<file path="config.mk">
export PLATFORM = sky130hd
export DESIGN_NAME = exp6_unidade_controle
export DESIGN_NICKNAME = d
export VERILOG_FILES = /design/src/rtl/exp6_unidade_controle.sv
export SDC_FILE = /design/constraint.sdc
export NUM_CORES = 1
export LEC_CHECK = 0
export CAP_MARGIN = 40
export CORE_MARGIN = 1
export CORE_UTILIZATION = 36
export DETAILED_ROUTE_END_ITERATION = 8
export HOLD_SLACK_MARGIN = 0.06
export MAX_ROUTING_LAYER = met4
export PLACE_DENSITY = 0.77
export REMOVE_ABC_BUFFERS = 1
export SKIP_CTS_REPAIR_TIMING = 1
export SYNTH_ARGS = -nofsm -noshare
export SYNTH_HDL_FRONTEND = slang
export SYNTH_SLANG_ARGS = --single-unit
export TNS_END_PERCENT = 1
</file>
<file path="constraint.sdc">
create_clock -name clock -period 1.9 [get_ports clock]
set_input_delay 0.38 -clock clock [delete_from_list [all_inputs] [get_ports clock]]
set_output_delay 0.38 -clock clock [all_outputs]
set_load 0.02 [all_outputs]
</file>
<file path="src/rtl/exp6_unidade_controle.sv">
// rtl/exp6_unidade_controle.sv - Moore control FSM sequencing the memory game datapath
// Replays the stored sequence each round, then collects and checks the player's moves.
module exp6_unidade_controle #(
  parameter bit HABILITA_TIMEOUT = 1'b1,
  parameter bit ECO_JOGADA       = 1'b1
) (
  input  logic       clock,
  input  logic       reset,
  input  logic       jogar,
  input  logic       jogada_feita,
  input  logic       jogada_correta,
  input  logic       enderecoIgualRodada,
  input  logic       fimCR,
  input  logic       fimL,
  input  logic       timeout,
  output logic       zeraCR,
  output logic       contaCR,
  output logic       zeraE,
  output logic       contaE,
  output logic       limpaRC,
  output logic       registraRC,
  output logic       zeraLeds,
  output logic       registraLeds,
  output logic       zeraL,
  output logic       contaL,
  output logic       zeraT,
  output logic       contaT,
  output logic       led_selector,
  output logic       ganhou,
  output logic       perdeu,
  output logic       pronto,
  output logic       db_timeout,
  output logic [3:0] db_estado
);

  typedef enum logic [3:0] {
    INICIAL        = 4'h0,
    PREPARACAO     = 4'h1,
    MOSTRA_LED     = 4'h2,
    ESPERA_LED     = 4'h3,
    APAGA_LED      = 4'h4,
    PROXIMO_LED    = 4'h5,
    INICIA_JOGADAS = 4'h6,
    ESPERA_JOGADA  = 4'h7,
    REGISTRA       = 4'h8,
    COMPARACAO     = 4'h9,
    PROXIMA_JOGADA = 4'hA,
    PROXIMA_RODADA = 4'hB,
    FIM_ACERTOU    = 4'hC,
    FIM_ERROU      = 4'hD,
    FIM_TIMEOUT    = 4'hE,
    INVALIDO       = 4'hF
  } estado_t;

  estado_t state_q, state_d;

  always_ff @(posedge clock or negedge reset) begin
    if (!reset) begin
      state_q <= INICIAL;
    end else begin
      state_q <= state_d;
    end
  end

  always_comb begin
    state_d = state_q;
    unique case (state_q)
      INICIAL:        if (jogar) state_d = PREPARACAO;
      PREPARACAO:     state_d = MOSTRA_LED;
      MOSTRA_LED:     state_d = ESPERA_LED;
      ESPERA_LED:     if (fimL) state_d = APAGA_LED;
      APAGA_LED:      state_d = enderecoIgualRodada ? INICIA_JOGADAS : PROXIMO_LED;
      PROXIMO_LED:    state_d = MOSTRA_LED;
      INICIA_JOGADAS: state_d = ESPERA_JOGADA;
      // A move arriving together with the timeout still counts.
      ESPERA_JOGADA: begin
        if (jogada_feita) begin
          state_d = REGISTRA;
        end else if (timeout && HABILITA_TIMEOUT) begin
          state_d = FIM_TIMEOUT;
        end
      end
      REGISTRA:       state_d = COMPARACAO;
      COMPARACAO: begin
        if (!jogada_correta) begin
          state_d = FIM_ERROU;
        end else if (!enderecoIgualRodada) begin
          state_d = PROXIMA_JOGADA;
        end else if (fimCR) begin
          state_d = FIM_ACERTOU;
        end else begin
          state_d = PROXIMA_RODADA;
        end
      end
      PROXIMA_JOGADA: state_d = ESPERA_JOGADA;
      PROXIMA_RODADA: state_d = MOSTRA_LED;
      FIM_ACERTOU, FIM_ERROU, FIM_TIMEOUT: if (jogar) state_d = PREPARACAO;
      default:        state_d = INICIAL;
    endcase
  end

  always_comb begin
    zeraCR       = 1'b0;
    contaCR      = 1'b0;
    zeraE        = 1'b0;
    contaE       = 1'b0;
    limpaRC      = 1'b0;
    registraRC   = 1'b0;
    zeraLeds     = 1'b0;
    registraLeds = 1'b0;
    zeraL        = 1'b0;
    contaL       = 1'b0;
    zeraT        = 1'b0;
    contaT       = 1'b0;
    led_selector = 1'b0;
    ganhou       = 1'b0;
    perdeu       = 1'b0;
    pronto       = 1'b0;
    db_timeout   = 1'b0;
    case (state_q)
      PREPARACAO: begin
        zeraCR   = 1'b1;
        zeraE    = 1'b1;
        limpaRC  = 1'b1;
        zeraLeds = 1'b1;
        zeraL    = 1'b1;
        zeraT    = 1'b1;
      end
      MOSTRA_LED: begin
        registraLeds = 1'b1;
        led_selector = 1'b1;
        zeraL        = 1'b1;
      end
      ESPERA_LED: begin
        contaL       = 1'b1;
        led_selector = 1'b1;
      end
      APAGA_LED: begin
        zeraLeds = 1'b1;
        zeraL    = 1'b1;
      end
      PROXIMO_LED: contaE = 1'b1;
      INICIA_JOGADAS: begin
        zeraE   = 1'b1;
        zeraT   = 1'b1;
        limpaRC = 1'b1;
      end
      ESPERA_JOGADA: contaT = 1'b1;
      REGISTRA: begin
        registraRC   = 1'b1;
        zeraT        = 1'b1;
        registraLeds = ECO_JOGADA;
      end
      PROXIMA_JOGADA: begin
        contaE   = 1'b1;
        zeraLeds = 1'b1;
      end
      PROXIMA_RODADA: begin
        contaCR  = 1'b1;
        zeraE    = 1'b1;
        zeraLeds = 1'b1;
        limpaRC  = 1'b1;
      end
      FIM_ACERTOU: begin
        ganhou = 1'b1;
        pronto = 1'b1;
      end
      FIM_ERROU: begin
        perdeu = 1'b1;
        pronto = 1'b1;
      end
      FIM_TIMEOUT: begin
        perdeu     = 1'b1;
        pronto     = 1'b1;
        db_timeout = 1'b1;
      end
      default: ;
    endcase
  end

  assign db_estado = state_q;

endmodule

</file>
**After elaboration in Yosys (flattened, before gate mapping)**

Index checks and enable logic that the tools add are counted.

- Register bits after elaboration: 4
- Bits of input ports: 9
- Word-level logic and storage cells: 57

- Equality and inequality tests: 17
- Multiplexer cells: 25
- Reductions and logical operators: 14

Operators by type and width:

| cell | count |
|---|---|
| 4-bit case mux with 9 select lines | 1 |
| 4-bit == test, second input constant | 7 |
| 4-bit by 3-bit == test with 1-bit output, second input constant | 4 |
| 1-bit 2-to-1 mux | 16 |
| 4-bit 2-to-1 mux | 4 |
| 3-bit OR reduction | 5 |
| 2-bit OR reduction | 5 |
| 3-bit 2-to-1 mux | 3 |
| 4-bit by 2-bit == test with 1-bit output, second input constant | 2 |
| 4-bit OR reduction | 2 |
| 4-bit by 1-bit == test with 1-bit output, second input constant | 1 |
| 4-bit logical NOT | 1 |
| 3-bit != test, second input constant | 1 |
| 3-bit AND reduction | 1 |
| 2-bit 2-to-1 mux | 1 |
| 2-bit by 1-bit != test with 1-bit output, second input constant | 1 |
| 2-bit != test, second input constant | 1 |

**Longest topological paths before layout**

Gate-level depths: netlist of run 1.

- Depth in word-level cells: 4
- Gate-level depth with buffers: 7

**Worst setup path before layout of run 1**

No wires, ideal clock.

- Path type: register -> output
- Start point: register state_q[3] (netlist: db_estado[3])
- End point: output port zeraE
- Arrival: 1716 ps
- Required time: 1520 ps
- Setup slack: -196 ps
- Stages on the path, launching flop included: 5
- Path buffers: 2
- Cell sequence: dfrtp_1 clkbuf_1 nand2b_1 o21ai_0 buf_4

- Word-level cells in the longest chain between the ends: 3

Ends and longest elaborated chain:

| what | line | RTL |
|---|---|---|
| from (decl) | 55 | `estado_t state_q, state_d;` |
| from (signal assigned) | 61 | `state_q <= state_d;` |
| 4-bit == test, or another cell as far along | - |  |
| 3-bit OR reduction (no line) * | - |  |
| 1-bit 2-to-1 mux * | - |  |
| to (decl) | 18 | `output logic zeraE,` |

Mark *: on every way between the ends. The rest lies on a longest branch, timed or not.

**Final worst setup path of run 1**

- Start point: register state_q[0] (netlist: db_estado[0])
- End point: output port zeraL

- Word-level cells in the longest chain between the ends: 3

Ends and longest elaborated chain:

| what | line | RTL |
|---|---|---|
| 4-bit by 3-bit == test with 1-bit output, or another cell as far along | 120 | `case (state_q)` |
| 3-bit OR reduction (no line) * | - |  |
| 1-bit 2-to-1 mux * | 120 |  |
| to (decl) | 24 | `output logic zeraL,` |

Marks and branches as above.

==> impl_metrics.py, run 1 <==
metrics = {
    "run_status": {
        "status": "finished clean",
    },
    "logic_synthesis": {
        "synth_top_area_cell": "dfrtp_1",
        "yosys_warnings": 0,
        "ys_seq_area_frac": 0.192,
        "ys_top_cells_by_area": "dfrtp_1 (19%), nand2b_1 (9.6%), a21oi_1 (5.8%)",
        "synth-edff-count": 0,
        "synthArstFlopShare": 1.00,
        "netlist_area_sq_um": 522,
        "synth-seq-cells": 4,
        "synth_top_area_frac": 0.192,
        "synth_flop_cell": "dfrtp_1",
        "synth_common_cells": "nand2b_1 (8), nor2_1 (8), a21oi_1 (6), o21ai_0 (6), nor3_1 (5)",
        "syn_inst": 74,
        "syn_avg_cell_area_sq_um": 7.05,
        "netlist-cell-type-count": 31,
    },
    "critical_path": {
        "cp.required_ns": 1.52,
        "rrSetupSlack_ns": 0.11,
        "startpoint": "db_estado[0]$_DFFE_PN0P_",
        "crit_type": "reg -> out",
        "crit_fanout": 6,
        "r2r-start": "db_estado[0]$_DFFE_PN0P_",
        "reg2regPathDepth": 5,
        "cp-start-kind": "flip-flop",
        "arrival_ns": 1.46,
        "r2r_end": "db_estado[2]$_DFFE_PN0P_",
        "cp-end-kind": "primary output",
    },
    "final_layout": {
        "antenna_cells": 0,
        "layout.nets": 127,
        "instances_no_fill": 131,
        "drive_above_1_share": 0.250,
        "largest_register_ffs": 4,
        "syn2layout_area_growth_pct": 90.4,
    },
    "power": {
        "powerDensity_nw_per_um2": 2030,
        "ir_worst_vdd_mv": 1.30,
        "power.leakage_uw": 0.000637,
    },
    "sta": {
        "fin_skew_ns": 0.00600,
        "hold_violations": 0,
        "relSlewSlack": 0.818,
        "period_share": 0.969,
        "period_needed_ns": 1.84,
        "fmax_mhz": 543,
        "setup_viol": 0,
        "rsz0062_at_grt": "true",
        "tightest_slew_ns": 0.270,
        "drv_slew": 0,
        "finalSetupTns_ns": 0,
    },
    "global_route": {
        "grt_pass1_wl_mm": 2.44,
        "grt_pass1_vias": 587,
        "antenna_found_initial": 0,
        "overflow": 0,
        "track_usage": 0.238,
        "grt_max_degree": 12,
    },
    "clock_network": {
        "clkTransAtPathRegs_ns": 0.04,
        "clock-sinks": 4,
        "cts_tree": "done",
        "cts_max_level": 1,
        "cts_buffers": 3,
        "clockRootBuffer": "clkbuf_4",
        "clk_path_buf_depth": 2,
        "clock_latency_ns": 0.24,
    },
    "drt": {
        "wl_per_cell_microns": 13.4,
        "dr.pass1.iters": 4,
        "routed_wl_mm": 1.75,
        "drt_iter0_markers": 23,
        "vias": 688,
        "route.antenna.remaining_nets": 0,
        "vias_per_cell": 5.25,
        "remaining_drc_errors": 0,
    },
    "hold_path": {
        "holdCritPathClass": "in -> async",
    },
    "floorplan": {
        "die_w_microns": 40.1,
        "coreArea_sq_um": 1320,
        "dieArea_sq_um": 1610,
        "dieHeight_microns": 40.1,
        "rows": 13,
        "start_util": 0.396,
        "io_pins": 30,
    },
    "placed_design": {
        "dp_cells": 128,
        "numPortBuffers": 29,
        "gp_congestion": 0.860,
        "detailed_place_hpwl_mm": 1.31,
    },
    "job": {
        "drv_cap": 0,
    },
}
[critical path: stages, from the launching register on]
cell and delay [ns]:
dfrtp_1 0.42, or3b_2 0.46, a21oi_1 0.16, buf_2 0.18
[layout by cell type, fill, tap and decap left out, types with 3 or more instances in the layout]
master / count
buf_4: 17
o22ai_1: 3
nand2_1: 4
nor2_1: 8
a21oi_1: 6
o21ai_0: 6
clkdlybuf4s50_1: 12
clkbuf_4: 3
nand2b_1: 8
dlymetal6s2s_1: 15
nor3_1: 5
dfrtp_1: 3
[cells by family (layout without fill, tap and decap cells)]
family,after synthesis,in the layout,synth area share
xor gates and xnor gates,2,2,0.0336
muxes,2,2,0.0480
buffers and inverters,10,52,0.0839
AOI/OAI and AO/OA,23,23,0.290
DFF,4,4,0.192
and+or+nand+nor,33,33,0.353
[power by group]
part / total [uW] / internal, uW / switching [uW]
registers: 197 / 135 / 62.8
clock network: 111 / 71.0 / 40.2
logic: 1700 / 832 / 872
[per-layer routing]
| layer | track usage | routed length [microns] | up-vias |
|---|---|---|---|
| met5 | - | 0 | - |
| met4 | 0.0517 | 0 | 0 |
| met3 | 0.0667 | 115 | 0 |
| met2 | 0.411 | 851 | 31 |
| met1 | 0.271 | 782 | 305 |
| li1 | - | - | 352 |
[per-stage QoR]
step / instance area, sq um / worst slack (ns) / util / hold slack (ns) / power, uW
floorplan: 485 / -0.338 / - / 0.0844 / 1080
global route: 993 / -0.0891 / 0.754 / 0.345 / 2180
detailed placement: 942 / -0.132 / 0.715 / 0.605 / 1950
finish: 993 / 0.0580 / 0.754 / 0.344 / 2010
CTS: 965 / -0.396 / 0.732 / 0.341 / 2080
global placement: 942 / -0.0895 / 0.715 / 0.599 / 1930
[area by class of cell]
| cell class | instances | area, sq um |
|---|---|---|
| well taps | 15 | 18.8 |
| flip-flops and latches | 4 | 101 |
| clock buffers | 3 | 22.5 |
| inverters | 2 | 7.51 |
| repair buffers | 47 | 465 |
| multi-input cells | 60 | 378 |
| fillers | 108 | 324 |
[how the worst max path moves through the flow]
stage | slack [ns] | to | cells after the start
finish | 0.06 | zeraL | 3
global route | -0.09 | limpaRC | 6
CTS | -0.40 | zeraL | 3
detailed placement | -0.13 | zeraL | 3
global placement | -0.09 | zeraL | 3
floorplan | -0.34 | limpaRC | 2
Power figures use the tool's default switching activity.
==> run 2, diff against run 1 <==
- CORE_UTILIZATION: 36 -> 38
- CTS_BUF_LIST: unset -> sky130_fd_sc_hd__clkbuf_8
- PLACE_DENSITY: 0.77 -> 0.8
==> run 2 against run 1 <==
The flow now finishes with violations (setup timing). Total power increased by 9.8%. Routed wire length increased by 35%. Clock-buffer cell count unchanged. Sequential share of layout area decreased by 0.31 points. Via count increased by 16%. Flip-flop and latch count unchanged. First-iteration DRC count increased by 83%. Sequential power decreased by 2%. Critical path type unchanged. Largest cell class unchanged. Highest routed layer is now met4.
==> impl_metrics.py, run 2 (synthesis results as in run 1) <==
metrics = {
    "power": {
        "power.leakage_uw": 0.000647,
        "ir_worst_vdd_mv": 1.73,
        "powerDensity_nw_per_um2": 2160,
    },
    "floorplan": {
        "rows": 12,
        "io_pins": 30,
        "die_w_microns": 39.1,
        "coreArea_sq_um": 1190,
        "start_util": 0.440,
        "dieArea_sq_um": 1530,
        "dieHeight_microns": 39.1,
    },
    "placed_design": {
        "detailed_place_hpwl_mm": 1.53,
        "pre_cts_ws_ns": -0.183,
        "gp_congestion": 0.895,
        "numPortBuffers": 29,
    },
    "final_layout": {
        "layout_commonest_cell": "buf_4",
        "syn2layout_area_growth_pct": 96.4,
        "drive_above_1_share": 0.283,
        "largest_register_ffs": 4,
        "antenna_cells": 0,
        "mostFrequentLayoutCells": "buf_4 (21), dlymetal6s2s_1 (14), clkdlybuf4s50_1 (12)",
        "layout.nets": 131,
    },
    "sta": {
        "fin_skew_ns": 0.00251,
        "relSlewSlack": 0.785,
        "tightest_slew_ns": 0.319,
        "finalSetupTns_ns": -0.270,
        "drv_slew": 0,
        "period_share": 1.05,
        "hold_violations": 0,
        "rsz0062_at_grt": "true",
        "fin_ws_ns": -0.0868,
        "period_needed_ns": 1.99,
        "setup_viol": 4,
        "fmax_mhz": 503,
    },
    "critical_path": {
        "crit_fanout": 5,
        "r2r-start": "db_estado[1]$_DFFE_PN0P_",
        "cp.required_ns": 1.52,
        "startpoint": "db_estado[1]$_DFFE_PN0P_",
        "crit_type": "reg -> out",
        "cp-end-kind": "primary output",
        "arrival_ns": 1.61,
        "cp-start-kind": "flip-flop",
    },
    "drt": {
        "routed_wl_mm": 2.36,
        "vias_per_cell": 5.97,
        "wl_per_cell_microns": 17.6,
        "drt_iter0_markers": 42,
        "remaining_drc_errors": 0,
        "dr.pass1.iters": 4,
        "route.antenna.remaining_nets": 0,
        "vias": 800,
    },
    "clock_network": {
        "clock-sinks": 4,
        "clock_latency_ns": 0.22,
        "clk_path_buf_depth": 2,
        "clockRootBuffer": "clkbuf_8",
        "clkTransAtPathRegs_ns": 0.04,
        "cts_buffers": 3,
        "cts_max_level": 1,
        "cts_tree": "done",
    },
    "global_route": {
        "antenna_found_initial": 0,
        "track_usage": 0.312,
        "overflow": 0,
        "grt_pass1_wl_mm": 3.11,
        "grt_pass1_vias": 692,
        "grt_max_degree": 17,
    },
    "job": {
        "drv_cap": 0,
    },
    "run_status": {
        "status": "finished with violations",
        "violations": "setup timing",
    },
    "hold_path": {
        "holdCritPathClass": "in -> async",
    },
}
[run 2: cell types whose count changed in the layout (fill, tap and decap cells not counted), moves of 2 or more]
cell	delta
clkbuf_8	+3
buf_4	+4
clkbuf_2	+2
clkbuf_4	-3
[run 2: final timing paths]
| kind | slack (ns) | end | cells past startpoint |
|---|---|---|---|
| worst max-delay path | -0.09 | zeraE | 6 |
| min in group clock | 0.68 | db_estado[0]$_DFFE_PN0P_ | 2 |
| max in group asynchronous | 1.33 | db_estado[0]$_DFFE_PN0P_ | 1 |
| worst min-delay path | 0.37 | db_estado[3]$_DFFE_PN0P_ | 1 |
| worst max register to register | -0.06 | db_estado[2]$_DFFE_PN0P_ | 6 |
| worst min register to register | 0.68 | db_estado[0]$_DFFE_PN0P_ | 2 |
[run 2: metal layers]
| metal | vias up | GRT usage | routed length (microns) |
|---|---|---|---|
| met5 | - | - | 0 |
| li1 | 357 | - | - |
| met2 | 60 | 0.567 | 1200 |
| met1 | 375 | 0.333 | 938 |
| met4 | 0 | 0.121 | 40 |
| met3 | 8 | 0.0520 | 174 |
[run 2: worst max-delay path, stage by stage (launching register included)]
cell and delay [ns]:
dfrtp_1 0.41, buf_4 0.16, nand2b_1 0.10, mux2i_1 0.17, nand2b_1 0.11, o21ai_0 0.15, dlymetal6s2s_1 0.28
[run 2: final cells by class]
| type | instances | area [sq um] |
|---|---|---|
| clock buffers | 3 | 41.3 |
| flip-flops and latches | 4 | 101 |
| inverters | 2 | 7.51 |
| well taps | 14 | 17.5 |
| fillers | 70 | 161 |
| repair buffers | 51 | 479 |
| multi-input cells | 60 | 378 |
[run 2: power breakdown]
group	total, uW	switching, uW	internal [uW]
combinational	1830	980	851
clock	186	50.1	136
sequential	193	58.2	135
[run 2: per-stage QoR]
step / std cells / total power, uW / hold WS [ns] / area, sq um / util
after floorplan: 66 / 1080 / 0.0844 / 485 / -
after global placement: 131 / 1960 / 0.600 / 958 / 0.808
after detailed placement: 131 / 2010 / 0.614 / 958 / 0.808
after CTS: 134 / 2220 / 0.384 / 1000 / 0.843
after global routing: 134 / 2310 / 0.401 / 1020 / 0.864
final: 134 / 2210 / 0.374 / 1020 / 0.864
